[config.mk]
export PLATFORM = sky130hd
export DESIGN_NAME = seqkey_resp_gen
export DESIGN_NICKNAME = d
export VERILOG_FILES = /design/src/rtl/seqkey_resp_gen.sv
export SDC_FILE = /design/constraint.sdc
export NUM_CORES = 1
export LEC_CHECK = 0
export CORE_MARGIN = 2
export CORE_UTILIZATION = 49
export DETAILED_ROUTE_END_ITERATION = 6
export GPL_TIMING_DRIVEN = 0
export PLACE_DENSITY = 0.82
export SYNTH_ARGS = -nofsm -noshare
export SYNTH_HDL_FRONTEND = slang
export SYNTH_SLANG_ARGS = --single-unit
[constraint.sdc]
create_clock -name clk -period 4 [get_ports clk]
set_clock_uncertainty 0.15 [all_clocks]
set_input_delay 0.8 -clock clk [delete_from_list [all_inputs] [get_ports clk]]
set_output_delay 0.8 -clock clk [all_outputs]
set_load 0.05 [all_outputs]
[src/rtl/seqkey_resp_gen.sv]
// Bus-snooping security-key responder: a nibble unlock sequence gates LFSR response bits onto the data bus.
// Optional macro RESP_LOCKOUT_EN adds a failed-attempt counter and a sticky LOCKOUT state.
module seqkey_resp_gen #(
  parameter int                   ADDR_W        = 14,
  parameter logic [1:0]           WIN_HI        = 2'b01,
  parameter int                   STATE_W       = 6,
  parameter logic [STATE_W-1:0]   TAPS          = 6'b110000,
  parameter logic [STATE_W-1:0]   SEED          = 6'b000001,
  parameter int                   DATA_W        = 2,
  parameter int                   SEQ_LEN       = 4,
  parameter logic [4*SEQ_LEN-1:0] KEY           = 16'hC3A5,
  parameter logic [3:0]           RELOCK_NIB    = 4'hF,
  parameter int                   LOCKOUT_LIMIT = 3
) (
  input  logic              clk,
  input  logic              rst,
  input  logic              cs_n,
  input  logic [ADDR_W-1:0] addr,
  input  logic              rd,
  input  logic              acc_stb,
  output logic [DATA_W-1:0] data_out,
  output logic              data_oe,
  output logic              unlocked,
  output logic              locked_out
);

  typedef enum logic [1:0] {ST_LOCKED, ST_ARMING, ST_UNLOCKED, ST_LOCKOUT} state_t;

  state_t               state_q, state_d;
  logic [3:0]           idx_q, idx_d;
  logic [STATE_W-1:0]   lfsr_q, lfsr_d;
  logic [STATE_W-1:0]   lfsr_step;
  logic [3:0]           nib;
  logic [3:0]           key_nib;
  logic                 qual;

`ifdef RESP_LOCKOUT_EN
  localparam int FAIL_W = $clog2(LOCKOUT_LIMIT + 1);
  logic [FAIL_W-1:0]    fail_cnt_q, fail_cnt_d;
`endif

  assign nib  = addr[7:4];
  assign qual = ~cs_n & rd & (addr[ADDR_W-1:ADDR_W-2] == WIN_HI);

  // Expected nibble for the current sequence position.
  always_comb begin
    key_nib = '0;
    for (int i = 0; i < SEQ_LEN; i++) begin
      if (idx_q == i[3:0]) key_nib = KEY[4*i +: 4];
    end
  end

  // An all-zero register would stick forever, so it reloads the seed instead.
  always_comb begin
    if (lfsr_q == '0) lfsr_step = SEED;
    else              lfsr_step = {lfsr_q[STATE_W-2:0], ^(lfsr_q & TAPS)};
  end

  always_ff @(posedge clk) begin
    if (rst) begin
      state_q    <= ST_LOCKED;
      idx_q      <= '0;
      lfsr_q     <= SEED;
`ifdef RESP_LOCKOUT_EN
      fail_cnt_q <= '0;
`endif
    end else begin
      state_q    <= state_d;
      idx_q      <= idx_d;
      lfsr_q     <= lfsr_d;
`ifdef RESP_LOCKOUT_EN
      fail_cnt_q <= fail_cnt_d;
`endif
    end
  end

  always_comb begin
    state_d    = state_q;
    idx_d      = idx_q;
    lfsr_d     = lfsr_q;
`ifdef RESP_LOCKOUT_EN
    fail_cnt_d = fail_cnt_q;
`endif
    if (acc_stb && qual) begin
      case (state_q)
        ST_LOCKED, ST_ARMING: begin
          if (nib == key_nib) begin
            if (idx_q == 4'(SEQ_LEN - 1)) begin
              state_d    = ST_UNLOCKED;
              idx_d      = '0;
              lfsr_d     = SEED;
`ifdef RESP_LOCKOUT_EN
              fail_cnt_d = '0;
`endif
            end else begin
              state_d = ST_ARMING;
              idx_d   = idx_q + 4'd1;
            end
          end else begin
            // A wrong nibble that is itself the first key nibble restarts at step one.
            if (nib == KEY[3:0]) begin
              idx_d   = 4'd1;
              state_d = ST_ARMING;
            end else begin
              idx_d   = '0;
              state_d = ST_LOCKED;
            end
`ifdef RESP_LOCKOUT_EN
            if (idx_q != '0 && fail_cnt_q != FAIL_W'(LOCKOUT_LIMIT))
              fail_cnt_d = fail_cnt_q + 1'b1;
            if (fail_cnt_d == FAIL_W'(LOCKOUT_LIMIT))
              state_d = ST_LOCKOUT;
`endif
          end
        end
        ST_UNLOCKED: begin
          if (nib == RELOCK_NIB) begin
            state_d = ST_LOCKED;
            idx_d   = '0;
          end else begin
            lfsr_d  = lfsr_step;
          end
        end
        default: ;
      endcase
    end
  end

  always_comb begin
    unlocked   = (state_q == ST_UNLOCKED);
`ifdef RESP_LOCKOUT_EN
    locked_out = (state_q == ST_LOCKOUT);
`else
    locked_out = 1'b0;
`endif
    data_oe    = ~rst & qual & (state_q == ST_UNLOCKED) & (nib != RELOCK_NIB);
    data_out   = lfsr_q[DATA_W-1:0];
  end

endmodule

==> results by group <==
Synth
  – Synth area leader: dfxtp_1
  – Yosys reg bits: 12
  – Synth unique cells: 39
  – Syn Nets: 126
  – Area share of the largest cell type after synthesis: 28.8%
  – Area contributors post-synth: dfxtp_1 29%, ha_1 7.5%, nor3_1 5.4%
  – Ys Warns: 0
  – Post-Syn Area per Cell: 8.18 um2
  – Seq/Total Area, Yosys: 28.8%
  – Synth Instances: 102
  – Synthesized cell area: 835 um2

CTS
  – CTS tree: yes
  – Post-CTS Setup Bufs: 0
  – Hold-fix buffers, CTS: 0
  – Clock root cell: clkbuf_4
  – Sink Count: 12
  – Post-cts sizing count: 0
  – Clock transition at path regs: 0.07 ns
  – Total CTS buffers: 3
  – Longest Clk Path Bufs: 2
  – H-tree levels: 1
  – Clock Latency Late Sink: 0.28 ns

Floorplan
  – IO Count: 24
  – Die Ht: 45.3 um
  – Site row count: 14
  – Total core area: 1560 um2
  – Die Wd: 45.3 um
  – Starting Density: 53.5%
  – Die ar.: 2050 um2

Setup path
  – WS Path Type: input port to output port
  – Number of buffers and inverters on the critical path: 3
  – Crit path cell chain: clkdlybuf4s50_1 > clkbuf_1 > and4b_1 > clkdlybuf4s50_1
  – Worst EP required: 3.05 ns
  – CP max stage delay: 0.69 ns
  – Critical Path Fanout Max: 10
  – Register-to-Register Path Depth: 8
  – Critical path capture point type: output port
  – Levels on crit path: 4
  – CP most frequent cell: clkdlybuf4s50_1
  – Startpoint Class: input port
  – WP data arrival: 2.61 ns
  – Delay-heaviest family, CP: buffers and inverters
  – Slowest CP cell: clkdlybuf4s50_1

STA
  – Slew at the pin closest to its max-slew limit: 0.510 ns
  – RSZ-0062 raised after global routing: no
  – Final min period: 3.56 ns
  – WHS: 0.349 ns
  – Final Hold Viols: 0
  – Final period util: 89.0%
  – Final Setup Violations: 0
  – FMAX: 0.281 GHz
  – Slew headroom: 65.7%
  – Final Max Slew Viols: 0
  – Setup TNS: 0 ns

Drt
  – DRT iter0 DRCs: 43
  – Drt first pass iters: 4
  – Post-DRT Antenna Nets: 0
  – Vias per cell: 5.90
  – DRC Markers: 0
  – Routed length per instance: 14.0 um
  – Via Count: 803
  – WL final: 1900 um

Placed design
  – Dpl hpwl: 1430 um
  – PortBufs: 14
  – Placer congestion estimate: 0.841

Power
  – Leak pwr: 0.410 nW
  – Max IR drop VDD: 0.198 mV
  – PD cells: 237 nW/um2

GRT
  – Global route overflow: 0
  – Vias in the first global route: 715
  – Pin count of the biggest net entering global routing: 11
  – Initial antenna violation count: 0
  – First-pass GRT wire length: 3090 um
  – GRT Total Usage: 21.5%

Hold path
  – Depth of the worst hold-timing path: 2
  – Hold Crit Class: flop to flop

Job
  – Max Cap Violations: 0

Cells and area
  – NumNets Final: 145
  – Antenna diode count: 0
  – Area delta synth->final: 23.5%
  – Layout cells sized above 1: 11.7%

Status
  – Outcome: finished, final reports clean
-- cells by family after synthesis --
family	share of synthesized area (%)
and+or+nand+nor	33.9
AOI/OAI and AO/OA	18.0
buffers and inverters	7.79
DFF	28.8
adders and majority gates	7.50
muxes	3.60
other	0.449
-- stage by stage --
step / worst slack, ns / utilization, % / instance area, um2 / power [mW] / instances
detailed placement: 0.466 / 63.8 / 995 / 0.148 / 132
CTS: 0.464 / 66.1 / 1030 / 0.247 / 136
floorplan: 1.27 / - / 835 / 0.133 / 102
finish: 0.439 / 66.1 / 1030 / 0.244 / 136
global placement: 0.472 / 63.8 / 995 / 0.147 / 132
global route: 0.370 / 66.1 / 1030 / 0.258 / 136
-- layer usage --
layer	global-route usage (%)	up-vias	routed length, um
met2	30.3	22	820
met5	0	-	0
met4	10.6	0	36
met3	9.20	5	120
li1	-	414	-
met1	27.9	362	923
-- worst register-to-register path: stages (launching register included) --
cell and delay [ns]:
dfxtp_1 0.42, inv_1 0.11, ha_1 0.27, or3_1 0.38, a211o_1 0.32, a32oi_2 0.39
and3_1 0.23, clkbuf_2 0.17, nor3_1 0.06
-- cell type report --
type | count | area, um2
well taps | 16 | 20.0
fillers | 137 | 528
multi-input cells | 78 | 529
clock buffers | 4 | 36.3
inverters | 6 | 22.5
flip-flops and latches | 12 | 240
repair buffers | 14 | 140
plain buffers | 6 | 42.5
-- sequential cells by signal (all words and copies together), names as in the netlist --
signal   cells
lfsr_q       6
idx_q        4
state_q      2
-- cells in the mapped netlist (all sizes together) --
cell type / count
nor3: 9
nand2: 7
a211o: 1
ha: 5
and2: 1
nor2: 7
a211oi: 1
nand3: 6
a21oi: 5
buf: 4
conb: 1
o21ai: 4
o31ai: 1
and3: 1
o311ai: 2
a21bo: 1
or2: 1
and3b: 2
a31oi: 2
dfxtp: 12
clkbuf: 2
or3b: 1
nor3b: 2
nor4bb: 2
a311oi: 1
inv: 6
nor2b: 1
and4b: 1
mux2i: 3
nor4: 2
a32oi: 2
nand4: 3
and4bb: 1
or3: 2
-- worst paths after layout --
path                                            start                endpoint  slack (ns)
worst max-delay path                              rst                 data_oe        0.44
worst min-delay path            idx_q[1]$_SDFFE_PP0P_   idx_q[1]$_SDFFE_PP0P_        0.35
worst min register to register  idx_q[1]$_SDFFE_PP0P_   idx_q[1]$_SDFFE_PP0P_        0.35
worst max register to register  idx_q[0]$_SDFFE_PP0P_  lfsr_q[3]$_SDFFE_PP0P_        1.36
-- cells in the final DEF (no fill, tap or decap), types with 2 or more instances in the layout --
cell type,count
or3_1,2
dfxtp_1,12
o21ai_0,3
nand2_1,7
nand3_1,6
buf_4,3
ha_1,5
nor4_1,2
nand4_1,3
clkbuf_4,3
inv_1,6
nor3_1,9
nor3b_1,2
a31oi_1,2
a21oi_1,5
nor4bb_1,2
and3b_1,2
clkdlybuf4s50_1,14
nor2_1,7
mux2i_1,3
-- power by group --
group	internal, mW	switching [mW]	leakage [nW]
clock	0.0555	0.0436	0.0210
sequential	0.120	0.000171	0.0967
combinational	0.0129	0.0126	0.293
total	0.188	0.0564	0.410
(Power assumes the default switching activity.)
